## config.mk

```make
export PLATFORM = sky130hd
export DESIGN_NAME = pipe_traffic_engine
export DESIGN_NICKNAME = d
export VERILOG_FILES = /design/src/rtl/pipe_traffic_engine.sv
export SDC_FILE = /design/constraint.sdc
export NUM_CORES = 1
export LEC_CHECK = 0
export BUFFER_PORTS_ARGS = -buffer_cell sky130_fd_sc_hd__buf_2
export CAP_MARGIN = 20
export CORE_MARGIN = 1.5
export CORE_UTILIZATION = 49
export DETAILED_ROUTE_END_ITERATION = 10
export GPL_TIMING_DRIVEN = 0
export PLACE_DENSITY = 0.78
export SYNTH_ARGS = -nofsm -noshare
export SYNTH_HDL_FRONTEND = slang
export SYNTH_SLANG_ARGS = --single-unit
```

## constraint.sdc

```tcl
create_clock -name sys_clk -period 3.5 [get_ports sys_clk]
set_clock_uncertainty 0.2 [all_clocks]
set_input_delay 0.525 -clock sys_clk [delete_from_list [all_inputs] [get_ports sys_clk]]
set_output_delay 0.525 -clock sys_clk [all_outputs]
set_load 0.02 [all_outputs]
```

## src/rtl/pipe_traffic_engine.sv

```systemverilog
// Traffic generator/checker for a host FIFO loopback pipe: writes a pattern stream downstream
// and drains/counts the upstream stream. Define PIPE_TRAFFIC_CHECK_EN to build the data checker.
module pipe_traffic_engine #(
  parameter int unsigned DATA_W = 128,
  parameter int unsigned CNT_W  = 32
) (
  input  logic              sys_clk,
  input  logic              rstn,
  input  logic              cfg_enable,
  input  logic [1:0]        cfg_mode,
  input  logic [CNT_W-1:0]  cfg_len,
  input  logic              gen_fifo_full,
  output logic              gen_fifo_wr_en,
  output logic [DATA_W-1:0] gen_fifo_din,
  input  logic              chk_fifo_empty,
  output logic              chk_fifo_rd_en,
  input  logic [DATA_W-1:0] chk_fifo_dout,
  input  logic              chk_fifo_valid,
  output logic              busy,
  output logic              done,
  output logic [CNT_W-1:0]  gen_count,
  output logic [CNT_W-1:0]  chk_count,
  output logic [CNT_W-1:0]  err_count,
  output logic [CNT_W-1:0]  cyc_count,
  output logic [CNT_W-1:0]  first_err_idx
);

  localparam int unsigned NumLanes = DATA_W / 32;

  typedef enum logic [1:0] {StIdle, StRun, StDone} state_e;

  state_e             r_state, w_state_nxt;
  logic               r_en_prev;
  logic               r_armed;
  logic [1:0]         r_mode;
  logic [CNT_W-1:0]   r_len;
  logic [DATA_W-1:0]  r_gen_pat;
  logic [CNT_W-1:0]   r_gen_cnt, r_chk_cnt, r_cyc_cnt;
  logic               w_start, w_last, w_chk_take;

  function automatic logic [31:0] lfsr_step(input logic [31:0] s);
    lfsr_step = s[0] ? ((s >> 1) ^ 32'h8020_0003) : (s >> 1);
  endfunction

  function automatic logic [DATA_W-1:0] pat_seed(input logic [1:0] mode);
    case (mode)
      2'd1:    pat_seed = {NumLanes{32'h0000_0001}};
      2'd2:    pat_seed = {(DATA_W / 4){4'h5}};
      default: pat_seed = '0;
    endcase
  endfunction

  function automatic logic [DATA_W-1:0] pat_next(input logic [1:0] mode,
                                                 input logic [DATA_W-1:0] cur);
    case (mode)
      2'd1:    pat_next = {NumLanes{lfsr_step(cur[31:0])}};
      2'd2:    pat_next = ~cur;
      default: pat_next = cur + DATA_W'(1);
    endcase
  endfunction

  function automatic logic [CNT_W-1:0] sat_inc(input logic [CNT_W-1:0] c);
    sat_inc = (&c) ? c : c + CNT_W'(1);
  endfunction

  // r_armed blocks a run when cfg_enable is already high as reset releases.
  assign w_start    = (r_state == StIdle) && cfg_enable && !r_en_prev && r_armed;
  assign w_last     = (r_len != '0) && (r_gen_cnt == r_len - CNT_W'(1));
  assign w_chk_take = chk_fifo_valid && (r_state != StIdle);

  always_ff @(posedge sys_clk) begin
    if (!rstn) r_state <= StIdle;
    else       r_state <= w_state_nxt;
  end

  always_comb begin
    w_state_nxt = r_state;
    unique case (r_state)
      StIdle:  if (w_start) w_state_nxt = StRun;
      StRun: begin
        if (!cfg_enable)                  w_state_nxt = StIdle;
        else if (gen_fifo_wr_en && w_last) w_state_nxt = StDone;
      end
      StDone:  if (!cfg_enable) w_state_nxt = StIdle;
      default: w_state_nxt = StIdle;
    endcase
  end

  always_comb begin
    busy           = 1'b0;
    done           = 1'b0;
    gen_fifo_wr_en = 1'b0;
    chk_fifo_rd_en = 1'b0;
    unique case (r_state)
      StRun: begin
        busy           = 1'b1;
        gen_fifo_wr_en = !gen_fifo_full;
        chk_fifo_rd_en = !chk_fifo_empty;
      end
      StDone: begin
        done           = 1'b1;
        chk_fifo_rd_en = !chk_fifo_empty;
      end
      default: ;
    endcase
  end

`ifdef PIPE_TRAFFIC_CHECK_EN
  logic [DATA_W-1:0] r_chk_pat;
  logic [CNT_W-1:0]  r_err_cnt, r_first_err;
  assign err_count     = r_err_cnt;
  assign first_err_idx = r_first_err;
`else
  logic w_unused_dout;
  assign w_unused_dout = ^chk_fifo_dout;
  assign err_count     = '0;
  assign first_err_idx = '1;
`endif

  always_ff @(posedge sys_clk) begin
    if (!rstn) begin
      r_en_prev <= 1'b0;
      r_armed   <= ~cfg_enable;
      r_mode    <= '0;
      r_len     <= '0;
      r_gen_pat <= '0;
      r_gen_cnt <= '0;
      r_chk_cnt <= '0;
      r_cyc_cnt <= '0;
`ifdef PIPE_TRAFFIC_CHECK_EN
      r_chk_pat   <= '0;
      r_err_cnt   <= '0;
      r_first_err <= '1;
`endif
    end else begin
      r_en_prev <= cfg_enable;
      r_armed   <= r_armed | ~cfg_enable;
      if (w_start) begin
        r_mode    <= cfg_mode;
        r_len     <= cfg_len;
        r_gen_pat <= pat_seed(cfg_mode);
        r_gen_cnt <= '0;
        r_chk_cnt <= '0;
        r_cyc_cnt <= '0;
`ifdef PIPE_TRAFFIC_CHECK_EN
        r_chk_pat   <= pat_seed(cfg_mode);
        r_err_cnt   <= '0;
        r_first_err <= '1;
`endif
      end else begin
        if (gen_fifo_wr_en) begin
          r_gen_pat <= pat_next(r_mode, r_gen_pat);
          r_gen_cnt <= sat_inc(r_gen_cnt);
        end
        if (r_state == StRun) r_cyc_cnt <= sat_inc(r_cyc_cnt);
        if (w_chk_take) begin
          r_chk_cnt <= sat_inc(r_chk_cnt);
`ifdef PIPE_TRAFFIC_CHECK_EN
          // Expected stream never resyncs to received data.
          r_chk_pat <= pat_next(r_mode, r_chk_pat);
          if (chk_fifo_dout != r_chk_pat) begin
            r_err_cnt <= sat_inc(r_err_cnt);
            if (r_err_cnt == '0) r_first_err <= r_chk_cnt;
          end
`endif
        end
      end
    end
  end

  assign gen_fifo_din = r_gen_pat;
  assign gen_count    = r_gen_cnt;
  assign chk_count    = r_chk_cnt;
  assign cyc_count    = r_cyc_cnt;

endmodule

```

==> results by group <==
Detailed routing
  – Antenna Nets Post-Route: 0
  – Wire per inst: 26.5 um
  – Via count: 21.0k
  – Residual DRC: 0
  – DRT Pass-1 Iters: 6
  – WL final: 84.6 mm
  – Vias/cell: 6.58
  – 1st-iter DRT viols: 2767

Power and ir drop
  – Total Power: 10.0 mW
  – Peak supply drop: 437 uV
  – Pwr dens: 487 mW/mm^2
  – LEAKAGE: 7.93 nW

Yosys
  – Register area share after synthesis: 31.4%
  – Syn Inst Count: 2337
  – Unique masters post-synth: 69
  – EDFF count, synth: 0
  – Top_reg_cell synth: dfxtp_1
  – Post-synth design cell area: 0.0167 mm^2
  – Post-Syn Area per Cell: 7.16 um^2
  – Yosys reg bits: 262
  – Yosys Warn Count: 0
  – Ys async rst share: 0%

Worst setup path
  – CP max-delay cell: dfxtp_1
  – Data arrival time of the worst path: 3.79 ns
  – Worst setup SP type: flop
  – CP endpoint kind: flop
  – Worst path buffer plus inverter count: 1
  – CP peak stage delay: 0.65 ns
  – CP delay by family, top: simple AND/OR/NAND/NOR gates
  – Type of the worst setup path: flop to flop
  – Worst-path fanout max: 10
  – Cell Chain, Critical Path: nand2_1 > nor3_4 > nand2_1 > nor3b_4 > clkbuf_2 > a31o_2 > o2111ai_1 > o21ai_0 > o21ai_0
  – WP data required: 3.66 ns

Worst hold path
  – Min-Delay Path Class: input pin to flop

Timing
  – Final setup fails: 9
  – Total negative slack: -0.390 ns
  – PnR worst setup slack: -0.132 ns
  – Final Critical Period: 3.63 ns
  – Pins Over Slew Limit: 0
  – Max Clk Rate: 275 MHz
  – Final Cycle Share: 104%
  – Max-Slew Margin vs Limit: 15.0%
  – RSZ-0062 raised after global routing: true
  – Least-Margin Pin Slew: 1.27 ns
  – Hold Fails Final Rpt: 0

Die
  – Initial Util: 49.9%
  – Vert. Die Dim: 188 um
  – Core area: 0.0335 mm^2
  – Die X: 188 um
  – Full die area: 0.0353 mm^2
  – IO Pins: 460
  – Core Rows: 67

Place
  – Setup WS pre-CTS: -1.22 ns
  – Hpwl dp: 61.2 mm
  – Port-buffer cells: 266
  – Placed cell area: 0.0189 mm^2
  – Routability Congestion: 1.09

GRT
  – Total global-route track usage: 46.3%
  – Initial antenna violation count: 5
  – Vias in the first global route: 19.2k
  – Met1 Usage GRT: 54.9%
  – GRT Residual Overflow: 0
  – GR peak layer: met2
  – Largest net degree at the start of global routing: 14
  – Global-route wire length before repair: 123 mm
  – M3 GR Usage: 14.2%
  – GR Util met2: 71.2%

Clock tree
  – CTS max path bufs: 3
  – CTS Sinks: 262
  – Hold-fix buffers at CTS: 0
  – Clock Pin Slew Worst Setup and Hold Paths: 0.06 ns
  – H-tree depth: 2
  – Num CTS Buffers: 34
  – CTS tree: done
  – Root buffer cell: clkbuf_16
  – Clock Latency Late Sink: 0.55 ns

Layout
  – Area grow syn2layout: 23.2%
  – Share of cells above drive strength 1: 19.4%
  – Most frequent cells in the layout: 306 x nand2_1, 268 x buf_2, 255 x dfxtp_1
  – Final nets: 2896
  – Finished layout cell area: 0.0206 mm^2
  – Commonest non-fill, non-tap cell in the layout: nand2_1
  – Fillers: 3150

Job
  – Max-capacitance violation count: 0

Status
  – Failing checks: setup timing
  – Status: finished with violations
-- Yosys cell counts, types with 7 or more instances --
library cell  count  area share, %
nand2b_1         14           0.52
or3_1            45            1.7
o2111ai_1         7           0.37
nand4_1          64            2.4
inv_1            41           0.92
a221oi_1         15           0.79
ha_1             11           0.82
a32oi_1           8           0.42
and4_1           29            1.5
nand3_1         112            3.4
a21boi_0         12           0.54
buf_1            11           0.25
nor4_1           35            1.3
o211ai_1         34            1.5
a21oi_1         189            5.7
a22o_1            7           0.37
a31o_2            8           0.42
a211oi_1         14           0.63
a21o_1            9           0.40
o21ai_0         243            7.3
nor3_1           78            2.3
nor3b_1          11           0.49
a31oi_1          23           0.86
or2_2             9           0.34
xor2_1           49            2.6
and2_1           27            1.0
nor2_1          200            4.5
clkbuf_1        128            2.9
or4_1            12           0.54
a22oi_1          13           0.58
o31ai_1          16           0.72
xnor2_1          53            2.8
mux2i_1          16           0.96
nor2b_1          10           0.37
buf_4            64            2.9
nand2_1         307            6.9
dfxtp_1         262             31
and3_1           69            2.6
-- timing repair --
item,4_1_cts,5_1_grt
resized for setup,53,74
setup buffers,18,5
pin swaps,16,5
setup endpoints to repair,126,121
gates cloned,0,0
-- metrics by stage --
step	hold slack (ns)	util (%)	std cells
5_1_grt	0.0221	61.4	3191
3_3_place_gp	0.240	56.3	3113
6_report	0.0143	61.5	3196
2_1_floorplan	0.231	-	2399
4_1_cts	0.00806	60.9	3190
3_5_place_dp	0.248	56.3	3115
-- cell type report --
cell class,count,area [um^2],share of cell area [%]
antenna,5,12.5,0.0607
buffer,195,1030,5.01
clock buffer,45,982,4.77
clock inverter,17,264,1.28
inverter,41,154,0.747
multi-input combinational,1889,10800,52.4
sequential,262,5260,25.5
tap,448,561,2.72
timing repair buffer,294,1550,7.53
-- worst reg2reg max path, stage by stage, from the launching register on --
cell,delay [ns]
dfxtp_1,0.65
nand2_1,0.33
nor3_4,0.53
nand2_1,0.24
nor3b_4,0.42
clkbuf_2,0.37
a31o_2,0.21
o2111ai_1,0.21
o21ai_0,0.14
o21ai_0,0.15
-- where the power goes --
group / switching (mW) / internal [mW] / leakage, nW
combinational: 1.91 / 0.775 / 5.20
sequential: 0.290 / 3.13 / 2.12
clock: 1.51 / 2.43 / 0.603
-- final timing paths --
kind                          from          endpoint  slack, ns  cells after the start
setup / recovery  gen_fifo_din[30]  gen_fifo_din[70]      -0.13                      9
hold / removal          cfg_enable           r_armed       0.01                      2
setup reg to reg  gen_fifo_din[30]  gen_fifo_din[70]      -0.13                      9
hold reg to reg            r_armed           r_armed       0.26                      2
-- metal layers --
metal / vias to the layer above / part of all wire, %
met5: - / 0.047
met4: 6 / 9.0
met3: 463 / 14
met2: 1706 / 42
met1: 9708 / 35
li1: 9150 / -
-- sequential cells by signal (all words and copies together), names as in the netlist --
register,count
r_state,2
r_en_prev,1
r_armed,1
chk_count,32
gen_count,32
cyc_count,32
r_mode,2
r_len,32
gen_fifo_din,128
-- cell families after synthesis --
kind of cell	after synthesis	synth area share (%)
adders and majority gates	11	0.823
muxes	21	1.29
DFF	262	31.4
and+or+nand+nor	1034	30.4
xor gates and xnor gates	102	5.34
AOI/OAI and AO/OA	657	23.6
buffers and inverters	248	7.07
other	2	0.0449
No activity file was read; power rests on OpenSTA's default activity.
